File: src/rtl/kernel_host_pkg.sv
// Shared types and defaults for the kernel host driver.
package kernel_host_pkg;

  localparam int unsigned DATA_W_DEF  = 64;
  localparam int unsigned DEPTH_DEF   = 1;
  localparam int unsigned TIMEOUT_DEF = 1024;
  localparam int unsigned TO_CNT_W    = 16;

  typedef enum logic [2:0] {
    IDLE,
    LOAD,
    START,
    WAIT,
    READ,
    RESP
  } state_e;

endpackage

File: src/rtl/kernel_host_driver.sv
// Host-side sequencer: optional array preload, kernel start, wait for done (bounded),
// array readback, and a held valid/ready response.
module kernel_host_driver
  import kernel_host_pkg::*;
#(
  parameter int unsigned DATA_W  = DATA_W_DEF,
  parameter int unsigned DEPTH   = DEPTH_DEF,
  parameter int unsigned ADDR_W  = 1,
  parameter int unsigned TIMEOUT = TIMEOUT_DEF
) (
  input  logic                    clk,
  input  logic                    rst,
  input  logic                    cmd_valid,
  output logic                    cmd_ready,
  input  logic [DATA_W-1:0]       cmd_init,
  input  logic                    cmd_load,
  input  logic [DEPTH*DATA_W-1:0] cmd_arr,
  output logic                    k_r_enable,
  output logic [DATA_W-1:0]       k_init_i,
  output logic                    k_controlArr,
  output logic                    k_arrWEnable,
  output logic [ADDR_W-1:0]       k_arrAddr,
  output logic [DATA_W-1:0]       k_arrWData,
  input  logic [DATA_W-1:0]       k_arrRData,
  input  logic                    k_w_enable,
  input  logic [DATA_W-1:0]       k_result,
  output logic                    rsp_valid,
  input  logic                    rsp_ready,
  output logic [DATA_W-1:0]       rsp_result,
  output logic [DEPTH*DATA_W-1:0] rsp_arr,
  output logic                    rsp_timeout
);

  localparam int unsigned IDX_W = $clog2(DEPTH + 2);
  localparam int unsigned ARR_W = DEPTH * DATA_W;

  state_e                state, state_d;
  logic [IDX_W-1:0]      idx, idx_d;
  logic [TO_CNT_W-1:0]   wait_cnt, wait_cnt_d;
  logic [ARR_W-1:0]      arr_q;
  logic [ARR_W-1:0]      arr_src;
  logic                  accept, done_hit, to_hit;

  logic                  cmd_ready_d, rsp_valid_d, k_r_enable_d;
  logic                  k_controlArr_d, k_arrWEnable_d;
  logic [ADDR_W-1:0]     k_arrAddr_d;
  logic [DATA_W-1:0]     k_arrWData_d;

  // Next state plus next values of the registered kernel/handshake outputs
  always_comb begin
    state_d        = state;
    idx_d          = idx;
    wait_cnt_d     = wait_cnt;
    accept         = 1'b0;
    done_hit       = 1'b0;
    to_hit         = 1'b0;
    cmd_ready_d    = 1'b0;
    rsp_valid_d    = 1'b0;
    k_r_enable_d   = 1'b0;
    k_controlArr_d = 1'b1;
    k_arrWEnable_d = 1'b0;
    k_arrAddr_d    = '0;
    k_arrWData_d   = '0;
    arr_src        = (state == IDLE) ? cmd_arr : arr_q;

    case (state)
      IDLE: begin
        if (cmd_valid) begin
          accept  = 1'b1;
          idx_d   = '0;
          state_d = cmd_load ? LOAD : START;
        end
      end
      LOAD: begin
        if (idx == IDX_W'(DEPTH - 1)) begin
          idx_d   = '0;
          state_d = START;
        end else begin
          idx_d = idx + IDX_W'(1);
        end
      end
      START: begin
        wait_cnt_d = '0;
        state_d    = WAIT;
      end
      WAIT: begin
        if (k_w_enable) begin
          done_hit = 1'b1;
          idx_d    = '0;
          state_d  = READ;
        end else if (wait_cnt == TO_CNT_W'(TIMEOUT - 1)) begin
          to_hit  = 1'b1;
          idx_d   = '0;
          state_d = READ;
        end else begin
          wait_cnt_d = wait_cnt + TO_CNT_W'(1);
        end
      end
      READ: begin
        if (idx == IDX_W'(DEPTH)) begin
          idx_d   = '0;
          state_d = RESP;
        end else begin
          idx_d = idx + IDX_W'(1);
        end
      end
      RESP: begin
        if (rsp_ready) state_d = IDLE;
      end
      default: state_d = IDLE;
    endcase

    cmd_ready_d    = (state_d == IDLE);
    rsp_valid_d    = (state_d == RESP);
    k_r_enable_d   = (state_d == START);
    k_controlArr_d = !((state_d == START) || (state_d == WAIT));
    k_arrWEnable_d = (state_d == LOAD);

    // Readback issues addresses 0..DEPTH-1; the final READ cycle only captures
    if ((state_d == LOAD) || ((state_d == READ) && (idx_d < IDX_W'(DEPTH))))
      k_arrAddr_d = ADDR_W'(idx_d);

    if (state_d == LOAD) begin
      for (int i = 0; i < int'(DEPTH); i++) begin
        if (idx_d == IDX_W'(i)) k_arrWData_d = arr_src[i*DATA_W +: DATA_W];
      end
    end
  end

  always_ff @(posedge clk or posedge rst) begin
    if (rst) begin
      state        <= IDLE;
      idx          <= '0;
      wait_cnt     <= '0;
      cmd_ready    <= 1'b1;
      rsp_valid    <= 1'b0;
      k_r_enable   <= 1'b0;
      k_controlArr <= 1'b1;
      k_arrWEnable <= 1'b0;
      k_arrAddr    <= '0;
      k_arrWData   <= '0;
    end else begin
      state        <= state_d;
      idx          <= idx_d;
      wait_cnt     <= wait_cnt_d;
      cmd_ready    <= cmd_ready_d;
      rsp_valid    <= rsp_valid_d;
      k_r_enable   <= k_r_enable_d;
      k_controlArr <= k_controlArr_d;
      k_arrWEnable <= k_arrWEnable_d;
      k_arrAddr    <= k_arrAddr_d;
      k_arrWData   <= k_arrWData_d;
    end
  end

  // Command latch, result capture and readback capture (read data lags address by one cycle)
  always_ff @(posedge clk or posedge rst) begin
    if (rst) begin
      k_init_i    <= '0;
      arr_q       <= '0;
      rsp_result  <= '0;
      rsp_arr     <= '0;
      rsp_timeout <= 1'b0;
    end else begin
      if (accept) begin
        k_init_i    <= cmd_init;
        arr_q       <= cmd_arr;
        rsp_timeout <= 1'b0;
      end
      if (done_hit) begin
        rsp_result  <= k_result;
        rsp_timeout <= 1'b0;
      end else if (to_hit) begin
        rsp_result  <= '0;
        rsp_timeout <= 1'b1;
      end
      if (state == READ) begin
        for (int i = 0; i < int'(DEPTH); i++) begin
          if (idx == IDX_W'(i + 1)) rsp_arr[i*DATA_W +: DATA_W] <= k_arrRData;
        end
      end
    end
  end

endmodule
File: config.mk
export PLATFORM = sky130hd
export DESIGN_NAME = kernel_host_driver
export DESIGN_NICKNAME = d
export VERILOG_FILES = /design/src/rtl/kernel_host_pkg.sv /design/src/rtl/kernel_host_driver.sv
export SDC_FILE = /design/constraint.sdc
export NUM_CORES = 1
export LEC_CHECK = 0
export CORE_AREA = 2 2 206 208
export DETAILED_ROUTE_END_ITERATION = 10
export DIE_AREA = 0 0 208 210
export HOLD_SLACK_MARGIN = 0.1
export PLACE_DENSITY = 0.71
export RECOVER_POWER = 100
export SYNTH_ARGS = -nofsm -noshare
export SYNTH_HDL_FRONTEND = slang
export SYNTH_SLANG_ARGS = --single-unit
File: constraint.sdc
create_clock -name clk -period 22.3 [get_ports clk]
set_input_delay 5.575 -clock clk [delete_from_list [all_inputs] [get_ports clk]]
set_output_delay 5.575 -clock clk [all_outputs]
set_load 0.005 [all_outputs]
==> key figures, run 1 <==
Floorplan
  • Die span in x: 208 um
  • Num rows: 75
  • DIE AREA: 0.0437 mm2
  • Top Ports: 525
  • CORE AREA: 0.0415 mm2
  • Die Y: 210 um
  • Initial core utilization: 0.324

Synthesis
  • Register bit total from synthesis: 348
  • Unique cell type count in the Yosys netlist: 52
  • Mapped Nets: 1524
  • Post-synthesis sequential area ratio: 0.647
  • Share of the synthesized area in the top cell type: 0.643
  • Synth Instances: 1258
  • Synth warnings: 0
  • Mean post-synth cell area: 10.7 um2
  • Async set-reset flop share out of synthesis: 1.00
  • Area contributors post-synth: dfrtp_1 64%, nand2_1 15%, mux2_2 5.4%
  • Most frequent cell after synthesis: nand2_1
  • Top cells by count, synth: 525 x nand2_1, 346 x dfrtp_1, 77 x a21oi_1
  • Post-synth EDFFs: 0
  • Ys flop type: dfrtp_1
  • Post-Syn Area: 0.0135 mm2
  • Post-synth top area cell: dfrtp_1

Global routing
  • Vias in the first global route: 11351
  • GR Util All Layers: 0.188
  • Total congestion overflow: 0
  • Global-route wire length before repair: 65000 um
  • Initial antenna violation count: 6
  • Largest net degree at the start of global routing: 139

Cells and area
  • Post-route cell area: 0.0204 mm2
  • Layout cells sized above 1: 0.0820
  • Fin cells: 2322
  • Final #Nets: 2021
  • Area Growth Syn to Fin: 51.3%

Route
  • Final ANT Viol Nets: 0
  • DR DRC count: 0
  • Vias: 10966
  • Routed WL per cell: 17.9 um
  • 1st-iter DRT viols: 573
  • DR vias/cell: 4.72
  • Pre-antenna DRT Iters: 5
  • Drt total wl: 41600 um

STA
  • Final Slew Violations: 618
  • Final setup vio count: 0
  • Worst-Margin Slew: 6170 ps
  • Setup TNS Final: 0 ps
  • Tmin final: 12860 ps
  • Hold Vio Cnt, Final: 0
  • Relative slew slack: -3.14
  • Clock Skews: 20.6 ps
  • RSZ-0062 raised after global routing: false
  • Final Cycle Share: 0.577
  • Fmax achieved: 0.0777 GHz

Placement
  • DP HPWL: 28100 um
  • Placed cell count: 2254
  • GPL Wtd Cong: 0.807
  • Placed Area: 0.0191 mm2
  • PortBufs: 524

Critical path
  • Startpoint types: input pin
  • Slowest-stage cell, CP: clkinvlp_2
  • Crit Path Max Fanout: 138
  • CP peak stage delay: 3410 ps
  • Crit path required time: 22050 ps
  • Critical path class: in -> async
  • Crit path DAT: 12620 ps
  • Crit path capture type: asynchronous set/reset pin
  • Crit-path cells: dlygate4sd3_1 > clkinvlp_2 > clkbuf_1

Worst hold path
  • Worst hold path class: reg -> reg

Power and ir drop
  • Pwr/cell area: 118 mW/mm2
  • Final Total Pwr: 2.41 mW
  • Maximum vdd drop: 0.0744 mV
  • Static leakage: 10.1 nW

Clock tree
  • Clk_lat worst skew: 550 ps
  • Total CTS buffers: 38
  • Post-CTS Setup Bufs: 0
  • Hold buffer count at CTS: 0
  • CTS Sinks: 348
  • Clock buffer depth: 3
  • Htree depth: 2
  • Post_cts resized: 0
  • CTS tree: done
  • Clk root buf: clkbuf_16
  • Clock-pin transition on the worst setup and hold timing paths: 60 ps

Run status
  • Failing checks: max-capacitance violations, max-slew violations
  • Status: finished with violations

Job
  • Max_cap viols: 8
-- final timing paths --
kind,depth (start not counted),end,startpoint,slack (ps)
hold reg to reg,2,arr_q[28],arr_q[28],470
setup reg to reg,6,k_init_i[3],state[0],16460
setup / recovery,3,arr_q[55],rst,9440
min in group asynchronous,2,rsp_result[61],rst,7410
hold / removal,2,arr_q[28],arr_q[28],470
max in group clk,5,k_init_i[3],cmd_valid,12040
-- metal layers --
layer	wire (um)	vias up	track usage
met3	3310	88	0.0614
met4	1560	8	0.0785
met2	19700	418	0.307
met1	17000	5299	0.230
met5	35	-	0
li1	-	5153	-
-- layout make-up --
cell class                 count  area (um2)
antenna                        3        7.51
clock buffer                  52        1080
clock inverter                13         170
fill                        3683       21100
inverter                       5        20.0
multi-input combinational    827        4380
sequential                   348        8710
tap                          539         674
timing repair buffer         535        5310
-- metrics by stage --
step	hold slack, ps	setup slack [ps]	utilization
after floorplan	446	7080	-
after global placement	457	14140	0.462
after detailed placement	462	14140	0.462
after CTS	476	14730	0.492
after global routing	491	7880	0.491
final	473	9440	0.491
-- cells by family (layout without fill, tap and decap cells) --
group | Yosys count | count (layout) | synth area share
simple gates | 590 | 590 | 0.179
mux | 68 | 68 | 0.0565
buf+inv | 83 | 605 | 0.0280
compound gates | 165 | 165 | 0.0850
fa+ha+maj | 4 | 4 | 0.00372
flops | 348 | 348 | 0.647
other cells | 0 | 3 | 0
-- power by group --
group	leakage, nW	switching [mW]	internal [mW]
registers	4.55	0.113	0.845
clock network	0.620	0.258	0.376
logic	4.94	0.414	0.403
total	10.1	0.785	1.63
-- registers in the layout, summed over array words and instances (netlist names) --
register,cells
cmd_ready,1
k_r_enable,1
k_arrWEnable,1
k_controlArr,1
k_arrAddr,1
rsp_arr,64
rsp_result,64
idx,2
arr_q,64
rsp_timeout,1
state,3
rsp_valid,1
wait_cnt,16
k_arrWData,64
k_init_i,64
-- worst max-delay path: cells and delay by family --
kind,cells,cell delay [ps]
buffers and inverters,3,6850
-- cell usage in the layout (no fill, tap or decap), drive strengths merged, types with 5 or more instances in the layout --
cell,netlist,routed
a21oi,77,77
dfrtp,346,346
clkdlybuf4s50,0,193
inv,5,5
or4,6,6
nor2,9,9
buf,27,5
nand2,525,525
nand4,5,5
clkbuf,51,58
nand3,6,6
clkinv,0,9
a22o,65,65
nor3,5,5
nand2b,5,5
o31ai,5,5
dlygate4sd3,0,331
or3,7,7
mux2,64,64
No activity file was read; power rests on OpenSTA's default activity.
==> run 2, diff against run 1 <==
--- a/config.mk
+++ b/config.mk
@@ -5,11 +5,11 @@
 export SDC_FILE = /design/constraint.sdc
 export NUM_CORES = 1
 export LEC_CHECK = 0
-export CORE_AREA = 2 2 206 208
+export CORE_AREA = 2 2 204 206
 export DETAILED_ROUTE_END_ITERATION = 10
-export DIE_AREA = 0 0 208 210
+export DIE_AREA = 0 0 206 208
 export HOLD_SLACK_MARGIN = 0.1
-export PLACE_DENSITY = 0.71
+export PLACE_DENSITY = 0.74
 export RECOVER_POWER = 100
 export SYNTH_ARGS = -nofsm -noshare
 export SYNTH_HDL_FRONTEND = slang
==> constraint.sdc (replaced) <==
create_clock -name clk -period 10.4 [get_ports clk]
set_input_delay 2.6 -clock clk [delete_from_list [all_inputs] [get_ports clk]]
set_output_delay 2.6 -clock clk [all_outputs]
set_load 0.005 [all_outputs]
==> run 2 against run 1 <==
The run still ends with max-capacitance violations, max-slew violations left. Clock-buffer cell count increased by 7. Die area decreased by 1.9%. Global-route usage increased by 0.15 points. Clock power increased by 100%. Clock skew increased by 8.9 ps. Final cell count decreased by 0.30%. Largest cell class unchanged. Sequential cell count unchanged. Sequential power increased by 110%. Critical path depth increased by 2. Combinational power increased by 120%. Cell area decreased by 0.33%. Sequential share of layout area increased by 0.14 points.
==> key figures, run 2 (synthesis results as in run 1) <==
Global routing
  • Vias in the first global route: 11288
  • Initial antenna violation count: 5
  • GR Util All Layers: 0.190
  • Global-route wire length before repair: 63900 um
  • Largest net degree at the start of global routing: 185
  • Total congestion overflow: 0

Floorplan
  • CORE AREA: 0.0406 mm2
  • Die Y: 208 um
  • Num rows: 74
  • Initial core utilization: 0.332
  • Die span in x: 206 um
  • Top Ports: 525
  • DIE AREA: 0.0428 mm2

Worst hold path
  • Worst hold path class: reg -> reg

Run status
  • Status: finished with violations
  • Failing checks: max-capacitance violations, max-slew violations

Power and ir drop
  • Sequential power share: 0.403
  • Internal power: 3.42 mW
  • Maximum vdd drop: 0.162 mV
  • Pwr/cell area: 251 mW/mm2
  • Switching Share: 0.327
  • Final Total Pwr: 5.09 mW
  • Net Sw Power: 1.67 mW
  • Gate power share: 0.346
  • Static leakage: 10.1 nW
  • Clock Power Share: 0.252

Critical path
  • Crit Path Max Fanout: 69
  • Critical path class: in -> reg
  • Crit path capture type: flip-flop
  • Crit path DAT: 6520 ps
  • Crit path required time: 10860 ps
  • Startpoint types: input pin

Cells and area
  • Layout cells sized above 1: 0.0792
  • Most common cell after layout, fill and taps aside: nand2_1
  • Multi-input gate area: 0.00438 mm2
  • Final #Nets: 2021
  • Area Growth Syn to Fin: 50.8%
  • Reg area: 0.00871 mm2
  • Most frequent cells in the layout: 524 x nand2_1, 346 x dfrtp_1, 330 x dlygate4sd3_1, 194 x clkdlybuf4s50_1, 77 x a21oi_1
  • Filler Cell Count: 3602

Route
  • DR DRC count: 0
  • Drt total wl: 41400 um
  • Vias: 11022
  • DR vias/cell: 4.76
  • Pre-antenna DRT Iters: 4
  • Routed WL per cell: 17.9 um
  • 1st-iter DRT viols: 595
  • Final ANT Viol Nets: 0

Clock tree
  • Post-CTS Setup Bufs: 0
  • Clk_lat worst skew: 550 ps
  • Clock-pin transition on the worst setup and hold timing paths: 60 ps
  • CTS Sinks: 348
  • CTS tree: done
  • Clock buffer depth: 3
  • Total CTS buffers: 39
  • Post_cts resized: 0
  • Htree depth: 2
  • Clk root buf: clkbuf_16
  • Hold buffer count at CTS: 0

STA
  • RSZ-0062 raised after global routing: false
  • Hold Vio Cnt, Final: 0
  • Worst-Margin Slew: 3230 ps
  • Fmax achieved: 0.165 GHz
  • Final Slew Violations: 254
  • Hold slack: 466 ps
  • Setup TNS Final: 0 ps
  • Relative slew slack: -1.15
  • Final setup vio count: 0
  • Tmin final: 6060 ps
  • Clock Skews: 29.5 ps
  • Final Cycle Share: 0.583

Placement
  • PortBufs: 524
  • DP HPWL: 28400 um
  • GPL Wtd Cong: 0.802

Job
  • Max_cap viols: 4
run 2: per-stage QoR:
step                      setup slack, ps  instances  utilization  instance area, um2
after global routing                 3980       2314        0.500               20300
after global placement               5470       2246        0.472               19100
final                                4340       2315        0.500               20300
after floorplan                      3140       1258            -               13500
after detailed placement             5400       2246        0.472               19100
after CTS                            5980       2313        0.501               20300
run 2: layout make-up:
type,count,area share
Timing Repair Buffer,534,0.263
Antenna cell,2,0.000247
Sequential cell,348,0.429
Inverter,5,0.000987
Clock buffer,59,0.0553
Clock inverter,8,0.00290
Tap cell,532,0.0328
Multi-Input combinational cell,827,0.216
run 2: layer usage:
layer / vias up / global-route usage / wire length [um]
met5: - / 0 / 29
met4: 4 / 0.0717 / 1360
met3: 79 / 0.0594 / 3740
met2: 424 / 0.314 / 20000
met1: 5367 / 0.230 / 16300
li1: 5148 / - / -
run 2: power groups by stage:
stage	combinational, mW	clock, mW	sequential [mW]
6_report	1.76	1.28	2.05
5_1_grt	1.96	1.37	2.11
4_1_cts	1.91	1.32	2.07
3_5_place_dp	1.89	0	2.08
3_3_place_gp	1.86	0	2.07
2_1_floorplan	0.843	0	2.07
run 2: critical path: stages:
cell           delay (ps)
dlygate4sd3_1         690
and2_4                660
clkbuf_1             2150
nand2_1               180
nand2_1               160
run 2: final timing paths:
path	start	end	slack, ps	depth (start not counted)
worst max register to register	state[0]	k_init_i[43]	5490	6
worst max-delay path	cmd_valid	k_init_i[43]	4340	5
worst min-delay path	k_init_i[20]	k_init_i[20]	470	2
max in group asynchronous	rst	k_init_i[29]	6100	4
min in group asynchronous	rst	k_arrWData[35]	2710	3
worst min register to register	k_init_i[20]	k_init_i[20]	470	2
==> run 3, diff against run 2 <==
==> constraint.sdc (replaced) <==
create_clock -name clk -period 4.9 [get_ports clk]
set_input_delay 1.225 -clock clk [delete_from_list [all_inputs] [get_ports clk]]
set_output_delay 1.225 -clock clk [all_outputs]
set_load 0.005 [all_outputs]
==> run 3 against run 2 <==
The flow still finishes with violations (max-capacitance violations, max-slew violations). Final cell count grew 0.43%. First-iteration DRC count decreased by 11%. Sequential power increased by 110%. Cell area increased by 0.51%. Wire length increased by 1.5%. Global-route usage increased by 0.26 points. Combinational power up 110%. Critical path depth rose by 1.
==> key figures, run 3 (synthesis results as in run 1) <==
Clock tree
  • Clk_lat worst skew: 550 ps
  • Clock buffer depth: 3
  • Post_cts resized: 0
  • Clock-pin transition on the worst setup and hold timing paths: 60 ps
  • Htree depth: 2
  • CTS Sinks: 348
  • Clk root buf: clkbuf_16
  • Hold buffer count at CTS: 0
  • Post-CTS Setup Bufs: 0
  • CTS tree: done
  • Total CTS buffers: 39

Global routing
  • Global-route wire length before repair: 64600 um
  • Initial antenna violation count: 1
  • GR Util All Layers: 0.192
  • Vias in the first global route: 11471
  • Total congestion overflow: 0
  • Largest net degree at the start of global routing: 85

Route
  • Pre-antenna DRT Iters: 5
  • 1st-iter DRT viols: 532
  • Final ANT Viol Nets: 0
  • DR vias/cell: 4.79
  • DR DRC count: 0
  • Vias: 11136
  • Routed WL per cell: 18.1 um
  • Drt total wl: 42100 um

Floorplan
  • Die Y: 208 um
  • Num rows: 74
  • DIE AREA: 0.0428 mm2
  • Initial core utilization: 0.332
  • Die span in x: 206 um
  • CORE AREA: 0.0406 mm2
  • Top Ports: 525

Run status
  • Status: finished with violations
  • Failing checks: max-capacitance violations, max-slew violations

Cells and area
  • Final #Nets: 2029
  • Reg area: 0.00871 mm2
  • Layout cells sized above 1: 0.0876
  • Most common cell after layout, fill and taps aside: nand2_1
  • Most frequent cells in the layout: 524 x nand2_1, 346 x dfrtp_1, 267 x dlygate4sd3_1, 257 x clkdlybuf4s50_1, 77 x a21oi_1
  • Multi-input gate area: 0.00436 mm2
  • Post-route cell area: 0.0204 mm2
  • Area Growth Syn to Fin: 51.5%
  • Filler Cell Count: 3576

Worst hold path
  • Hold endpoint: k_init_i[59]
  • Worst hold path class: reg -> reg
  • HP Start: k_init_i[59]
  • WHS Path Cells: 2

Job
  • Max_cap viols: 5

Critical path
  • Crit Path Max Fanout: 64
  • Startpoint types: input pin
  • Crit path capture type: flip-flop
  • Flop-to-flop setup slack: 1060 ps
  • Critical path class: in -> reg
  • Crit path DAT: 4340 ps
  • FF-to-FF End: k_init_i[34]
  • Worst r2r src: state[0]
  • Crit path required time: 5330 ps
  • R2R depth: 6

STA
  • Tmin final: 3910 ps
  • Setup TNS Final: 0 ps
  • Clock Skews: 22.8 ps
  • Relative slew slack: -0.127
  • Fmax achieved: 0.256 GHz
  • Final setup vio count: 0
  • RSZ-0062 raised after global routing: false
  • Hold Vio Cnt, Final: 0
  • Final WS setup: 991 ps
  • Final Cycle Share: 0.798
  • Final Slew Violations: 258
  • Worst-Margin Slew: 1690 ps

Power and ir drop
  • Pwr/cell area: 536 mW/mm2
  • Maximum vdd drop: 0.293 mV
  • Static leakage: 10.1 nW

Placement
  • Placed Area: 0.0192 mm2
  • PortBufs: 524
  • Place WS: 1230 ps
  • DP HPWL: 29300 um
  • GPL Wtd Cong: 0.831
## run 3: changes by cell type in the layout (fill, tap and decap cells not counted), moves of 2 or more
cell and delta:
clkinv_2 +2, clkbuf_8 +6, clkdlybuf4s50_1 +63, clkbuf_1 -5
dlygate4sd3_1 -63, clkbuf_2 +6
## run 3: how the worst max path moves through the flow
stage	start	endpoint	slack [ps]	depth (start not counted)
floorplan	rst	arr_q[0]	-980	1
global placement	cmd_valid	k_arrWData[18]	1310	6
detailed placement	cmd_valid	k_arrWData[59]	1230	6
CTS	cmd_valid	k_arrWData[6]	1780	6
global route	state[0]	k_init_i[34]	820	6
finish	cmd_valid	k_arrWData[6]	990	6
## run 3: area by class of cell
cell class                      count  share of cell area
Antenna cell                        1            0.000123
Clock buffer                       59              0.0569
Clock inverter                     11             0.00411
Inverter                            5            0.000982
Multi-Input combinational cell    827               0.214
Sequential cell                   348               0.427
Tap cell                          532              0.0326
Timing Repair Buffer              542               0.264
## run 3: layer usage
layer  up-vias  routed length, um  track usage
li1       5172                  -            -
met1      5482              16800        0.234
met2       413              20500        0.322
met3        69               3570       0.0561
met4         0               1250       0.0700
met5         -                  0            0
## run 3: worst max-delay path: stages
cell           delay (ps)
dlygate4sd3_1         750
nand3b_1              140
a211oi_2              400
or3b_2                480
clkbuf_2              780
a21oi_1               480
## run 3: power breakdown
part / internal, mW / total (mW) / switching (mW) / leakage [nW]
logic: 1.84 / 3.75 / 1.91 / 4.98
clock network: 1.64 / 2.82 / 1.18 / 0.616
registers: 3.84 / 4.37 / 0.522 / 4.55
total: 7.33 / 10.9 / 3.61 / 10.1
## run 3: per-stage QoR
step	power (mW)	cells	hold slack, ps	util
floorplan	6.18	1258	446	-
global placement	8.36	2254	456	0.474
detailed placement	8.47	2254	461	0.474
CTS	11.4	2324	476	0.505
global route	11.6	2324	490	0.503
finish	10.9	2325	467	0.503
